File: src/rtl/nibble_demux.sv
// rtl/nibble_demux.sv - reassembles A/B nibble phases from a muxed bus into bytes behind a small FWFT FIFO
module nibble_demux #(
    parameter int SETTLE = 1,
    parameter int DEPTH  = 2
) (
    input  logic       clk_i,
    input  logic       rst_i,
    input  logic       g_i,
    input  logic       sela_i,
    input  logic [3:0] y_i,
    input  logic       rd_i,
    input  logic       clr_err_i,
    output logic [7:0] q_o,
    output logic       empty_o,
    output logic       full_o,
    output logic       ovf_o,
    output logic [3:0] perr_o
);

    localparam int AW = $clog2(DEPTH);
    localparam logic [3:0]  SETTLE_C = 4'(SETTLE);
    localparam logic [AW:0] DEPTH_C  = (AW + 1)'(DEPTH);

    localparam logic [0:0] WAIT_A = 1'b0;
    localparam logic [0:0] WAIT_B = 1'b1;

    logic [3:0]    run_q, run_d;
    logic          prev_sela_q;
    logic          prev_g_q;
    logic [0:0]    state_q, state_d;
    logic [3:0]    hi_q, hi_d;
    logic [3:0]    perr_q, perr_d;
    logic          ovf_q, ovf_d;
    logic [AW-1:0] wr_ptr_q, wr_ptr_d;
    logic [AW-1:0] rd_ptr_q, rd_ptr_d;
    logic [AW:0]   count_q, count_d;
    logic [7:0]    mem_q [DEPTH];

    logic load;
    logic capture;
    logic push;
    logic perr_inc;
    logic pop;
    logic push_ok;
    logic ovf_set;
    logic empty;
    logic full;

    assign empty = (count_q == '0);
    assign full  = (count_q == DEPTH_C);

    // Run-length of the current phase and the single-cycle capture strobe
    always_comb begin
        load = g_i && ((sela_i != prev_sela_q) || !prev_g_q);
        if (!g_i) begin
            run_d = 4'd0;
        end else if (load) begin
            run_d = 4'd1;
        end else if (run_q == 4'hF) begin
            run_d = run_q;
        end else begin
            run_d = run_q + 4'd1;
        end
        // run_q already at SETTLE means this phase has captured (saturation case)
        capture = g_i && (run_d == SETTLE_C) && (load || (run_q != SETTLE_C));
    end

    // Phase sequencing: pair an A capture with the following B capture
    always_comb begin
        state_d  = state_q;
        hi_d     = hi_q;
        push     = 1'b0;
        perr_inc = 1'b0;
        if (!g_i) begin
            state_d = WAIT_A;
        end else if (capture) begin
            case (state_q)
                WAIT_A: begin
                    if (sela_i) begin
                        hi_d    = y_i;
                        state_d = WAIT_B;
                    end else begin
                        perr_inc = 1'b1;
                    end
                end
                default: begin
                    if (sela_i) begin
                        perr_inc = 1'b1;
                        hi_d     = y_i;
                    end else begin
                        push    = 1'b1;
                        state_d = WAIT_A;
                    end
                end
            endcase
        end
    end

    // FIFO bookkeeping; a pop frees the slot a same-cycle push needs when full
    always_comb begin
        pop      = rd_i && !empty;
        push_ok  = push && (!full || pop);
        ovf_set  = push && full && !pop;
        wr_ptr_d = push_ok ? wr_ptr_q + 1'b1 : wr_ptr_q;
        rd_ptr_d = pop ? rd_ptr_q + 1'b1 : rd_ptr_q;
        case ({push_ok, pop})
            2'b10:   count_d = count_q + 1'b1;
            2'b01:   count_d = count_q - 1'b1;
            default: count_d = count_q;
        endcase
    end

    // Debug flags; a fresh error in the clear cycle survives the clear
    always_comb begin
        if (ovf_set) begin
            ovf_d = 1'b1;
        end else if (clr_err_i) begin
            ovf_d = 1'b0;
        end else begin
            ovf_d = ovf_q;
        end
        if (clr_err_i) begin
            perr_d = perr_inc ? 4'd1 : 4'd0;
        end else if (perr_inc && (perr_q != 4'hF)) begin
            perr_d = perr_q + 4'd1;
        end else begin
            perr_d = perr_q;
        end
    end

    // Control and status registers, all cleared by the asynchronous reset
    always_ff @(posedge clk_i or posedge rst_i) begin
        if (rst_i) begin
            run_q       <= 4'd0;
            prev_sela_q <= 1'b0;
            prev_g_q    <= 1'b0;
            state_q     <= WAIT_A;
            hi_q        <= 4'd0;
            perr_q      <= 4'd0;
            ovf_q       <= 1'b0;
            wr_ptr_q    <= '0;
            rd_ptr_q    <= '0;
            count_q     <= '0;
        end else begin
            run_q       <= run_d;
            prev_sela_q <= sela_i;
            prev_g_q    <= g_i;
            state_q     <= state_d;
            hi_q        <= hi_d;
            perr_q      <= perr_d;
            ovf_q       <= ovf_d;
            wr_ptr_q    <= wr_ptr_d;
            rd_ptr_q    <= rd_ptr_d;
            count_q     <= count_d;
        end
    end

    // Word storage; contents are only visible through a non-zero count
    always_ff @(posedge clk_i) begin
        if (push_ok) begin
            mem_q[wr_ptr_q] <= {hi_q, y_i};
        end
    end

    assign q_o     = empty ? 8'h00 : mem_q[rd_ptr_q];
    assign empty_o = empty;
    assign full_o  = full;
    assign ovf_o   = ovf_q;
    assign perr_o  = perr_q;

endmodule

File: config.mk
export PLATFORM = sky130hd
export DESIGN_NAME = nibble_demux
export DESIGN_NICKNAME = d
export VERILOG_FILES = /design/src/rtl/nibble_demux.sv
export SDC_FILE = /design/constraint.sdc
export NUM_CORES = 1
export LEC_CHECK = 0
export BUFFER_PORTS_ARGS = -buffer_cell sky130_fd_sc_hd__clkbuf_2
export CORE_MARGIN = 5
export CORE_UTILIZATION = 45
export CTS_CLUSTER_SIZE = 10
export DETAILED_ROUTE_END_ITERATION = 10
export HOLD_SLACK_MARGIN = 0.02
export PLACE_DENSITY = 0.66
export SLEW_MARGIN = 15
export SYNTH_ARGS = -nofsm -noshare
export SYNTH_HDL_FRONTEND = slang
export SYNTH_SLANG_ARGS = --single-unit
File: constraint.sdc
create_clock -name clk_i -period 4.6 [get_ports clk_i]
set_input_delay 0.46 -clock clk_i [delete_from_list [all_inputs] [get_ports clk_i]]
set_output_delay 0.46 -clock clk_i [all_outputs]
set_load 0.05 [all_outputs]
==> summary.md <==
| Metric | Value |
|---|---|
| Syn. warnings | 0 |
| Multi-input gate area | 601 um^2 |
| Critical Path Sink Type | flip-flop |
| Starting density of the core | 47.6% |
| Xor/xnor share of the synthesized area | 3.77% |
| WL final | 2780 um |
| Post-synthesis sequential area ratio | 60.3% |
| Synth Area in Simple Gates | 12.3% |
| Post-CTS setup buffers | 0 |
| GRT Util Overall | 12.1% |
| Final setup TNS | 0 ns |
| Mux cell area share after synthesis | 9.23% |
| Fmax | 330 MHz |
| Hold Buf Count CTS | 0 |
| Met1 usage | 13.6% |
| Vert. Die Dim | 70.1 um |
| TritonCTS clock tree | built |
| TritonCTS buffer count | 5 |
| Initial antenna violation count | 0 |
| Worst skew pair latency | 0.33 ns |
| Largest net degree at the start of global routing | 21 |
| DRC Markers | 0 |
| Max cap viols | 0 |
| RSZ-0062 raised after global routing | false |
| Clock Sinks | 36 |
| First-pass GRT wire length | 4550 um |
| Total grt overflow | 0 |
| Die W | 70.1 um |
| Routed length per placed instance | 13.9 um |
| H-Tree Depth | 2 |
| Final net count | 168 |
| Max-slew headroom | 49.0% |
| Vias in the first global route | 1024 |
| Area fraction in compound gates after synthesis | 7.77% |
| Fillers | 313 |
| Global routing usage on met3 | 5.88% |
| Final setup vio count | 0 |
| Worst-margin pin slew | 0.764 ns |
| Floorplan Core Area | 0.00342 mm^2 |
| Critical Setup Path Class | flip-flop to flip-flop |
| R2r setup slk | 1.57 ns |
| Initial DRC count | 30 |
| Share of layout cells above drive strength 1 | 25.3% |
| RD Place Congestion | 0.870 |
| Worst Slack Setup Final | 1.57 ns |
| Largest family of logic cells by synthesized area | simple AND/OR/NAND/NOR gates |
| Vias after detailed routing | 1020 |
| Final Max Tran Viols | 0 |
| Arrival time at the worst endpoint | 3.00 ns |
| Die area | 0.00492 mm^2 |
| Buffers on Ports | 24 |
| Met2 Use GR | 19.1% |
| Post-route ant nets | 0 |
| Mapped Nets | 140 |
| Pwr Density | 508 mW/mm^2 |
| IO Count | 25 |
| Clock root buffer | clkbuf_4 |
| Cells after Synth | 125 |
| Antenna cells | 0 |
| Status | complete, no violations |
| Final period utilization | 65.8% |
| GR peak layer | met2 |
| Worst min-delay path category | input port to async pin |
| Lkg Pwr | 0.824 nW |
| Final hold violations | 0 |
| Netlist cell types | 33 |
| Router iterations before antenna repair | 4 |
| Crit path time final | 3.03 ns |
| Core Rows | 21 |
| Clock transition at the registers of the reported paths | 0.10 ns |
| Post-place setup slack | 1.59 ns |
| Drt via density | 5.10 |
| Clock Skew | 0.00769 ns |
| Post-DP HPWL | 2010 um |
| Syn_area_per_cell | 13.0 um^2 |
| Reg area | 981 um^2 |
| CP max FO | 10 |
| CTS Buffer Depth | 2 |
| FF+latch count, synth | 36 |
| Critical Path RT | 4.57 ns |
| Cell area after synthesis | 0.00163 mm^2 |
| Maximum vdd drop | 0.167 mV |
| CP startpoint kind | flip-flop |
| Final core occ | 53.7% |
| Post-cts sizing count | 0 |
| Synth Area in Adders | 3.85% |
| Area grow syn2layout | 12.8% |
layout by cell type (no fill, tap or decap), types with 3 or more instances in the layout:
cell / instances
edfxtp_1: 16
clkbuf_4: 5
nor2_1: 20
mux2_4: 4
nand2b_1: 4
dfrtp_1: 20
clkbuf_2: 24
nand3_1: 3
mux2i_1: 9
ha_1: 5
inv_1: 7
xnor2_1: 5
nand2_1: 3
state kept, by name (all words and copies together), names as in the netlist:
signal       count
count_q          2
hi_q             4
mem_q           16
ovf_o            1
perr_o           4
prev_g_q         1
prev_sela_q      1
rd_ptr_q         1
run_q            4
state_q          1
wr_ptr_q         1
path summary, 6_finish.rpt:
path	startpoint	end	cells after the start
setup / recovery	run_q[0]	mem_q[1][7]	6
hold / removal	rst_i	hi_q[0]	2
setup reg to reg	run_q[0]	mem_q[1][7]	6
hold reg to reg	hi_q[2]	mem_q[0][6]	0
max in group asynchronous	rst_i	run_q[3]	2
min in group clk_i	g_i	prev_g_q	1
cells in the mapped netlist, drive strengths merged:
library cell	number	area share (%)
dfrtp	20	31
nor2	20	4.6
edfxtp	16	30
mux2i	9	5.5
inv	7	1.6
ha	5	3.8
xnor2	5	2.7
mux2	4	3.7
nand2	4	1.4
nand2b	4	1.5
nand3	3	0.92
a211oi	2	0.92
a31oi	2	0.77
clkbuf	2	0.46
nor3	2	0.62
o21a	2	0.92
o21ai	2	0.62
xor2	2	1.1
a2111oi	1	0.92
a21oi	1	0.31
a31o	1	0.54
a41o	1	0.69
and3	1	0.38
and3b	1	0.62
and4b	1	0.62
buf	1	0.69
nand4	1	0.38
nor2b	1	0.38
nor3b	1	0.46
o211ai	1	0.46
o311ai	1	1.6
or3	1	0.38
metrics by stage:
stage / std cells / cell area (um^2) / hold slack (ns) / total power, mW
floorplan: 125 / 1630 / 0.424 / 0.717
global placement: 192 / 1790 / 0.459 / 0.783
detailed placement: 192 / 1790 / 0.458 / 0.790
CTS: 200 / 1830 / 0.237 / 0.949
global route: 200 / 1830 / 0.264 / 0.986
finish: 200 / 1830 / 0.225 / 0.932
final cells by class:
cell class	instances	area share, %
flip-flops and latches	36	53.5
inverters	7	1.43
clock inverters	2	0.409
well taps	46	3.14
multi-input cells	79	32.7
clock buffers	6	2.25
repair buffers	24	6.55
worst max-delay path, cell delays in order (launching register included):
cell and delay [ns]:
dfrtp_1 0.47, ha_1 0.28, or3_1 0.37, a2111oi_2 0.36, o21a_1 0.43, o311ai_4 0.19
nor2_1 0.57
report_power, final:
group	leakage, nW	internal, mW	switching, mW
registers	0.397	0.375	0.0477
logic	0.400	0.105	0.251
clock network	0.0273	0.0566	0.0967
total	0.824	0.537	0.395
cell families (layout without fill, tap and decap cells):
kind of cell | after synthesis | in the layout
AND/OR/NAND/NOR | 40 | 40
flip-flops | 36 | 36
AO/OA/AOI/OAI | 14 | 14
multiplexers | 13 | 13
buffers and inverters | 10 | 39
XOR/XNOR | 7 | 7
adder cells (fa/ha/maj) | 5 | 5
layer usage:
layer | part of all wire [%] | routed length (um) | vias up
met1 | 45 | 1260 | 485
met5 | 0 | 0 | -
met4 | 1.9 | 53 | 0
met2 | 47 | 1310 | 26
li1 | - | - | 503
met3 | 6.0 | 168 | 6
Power figures use the tool's default switching activity.
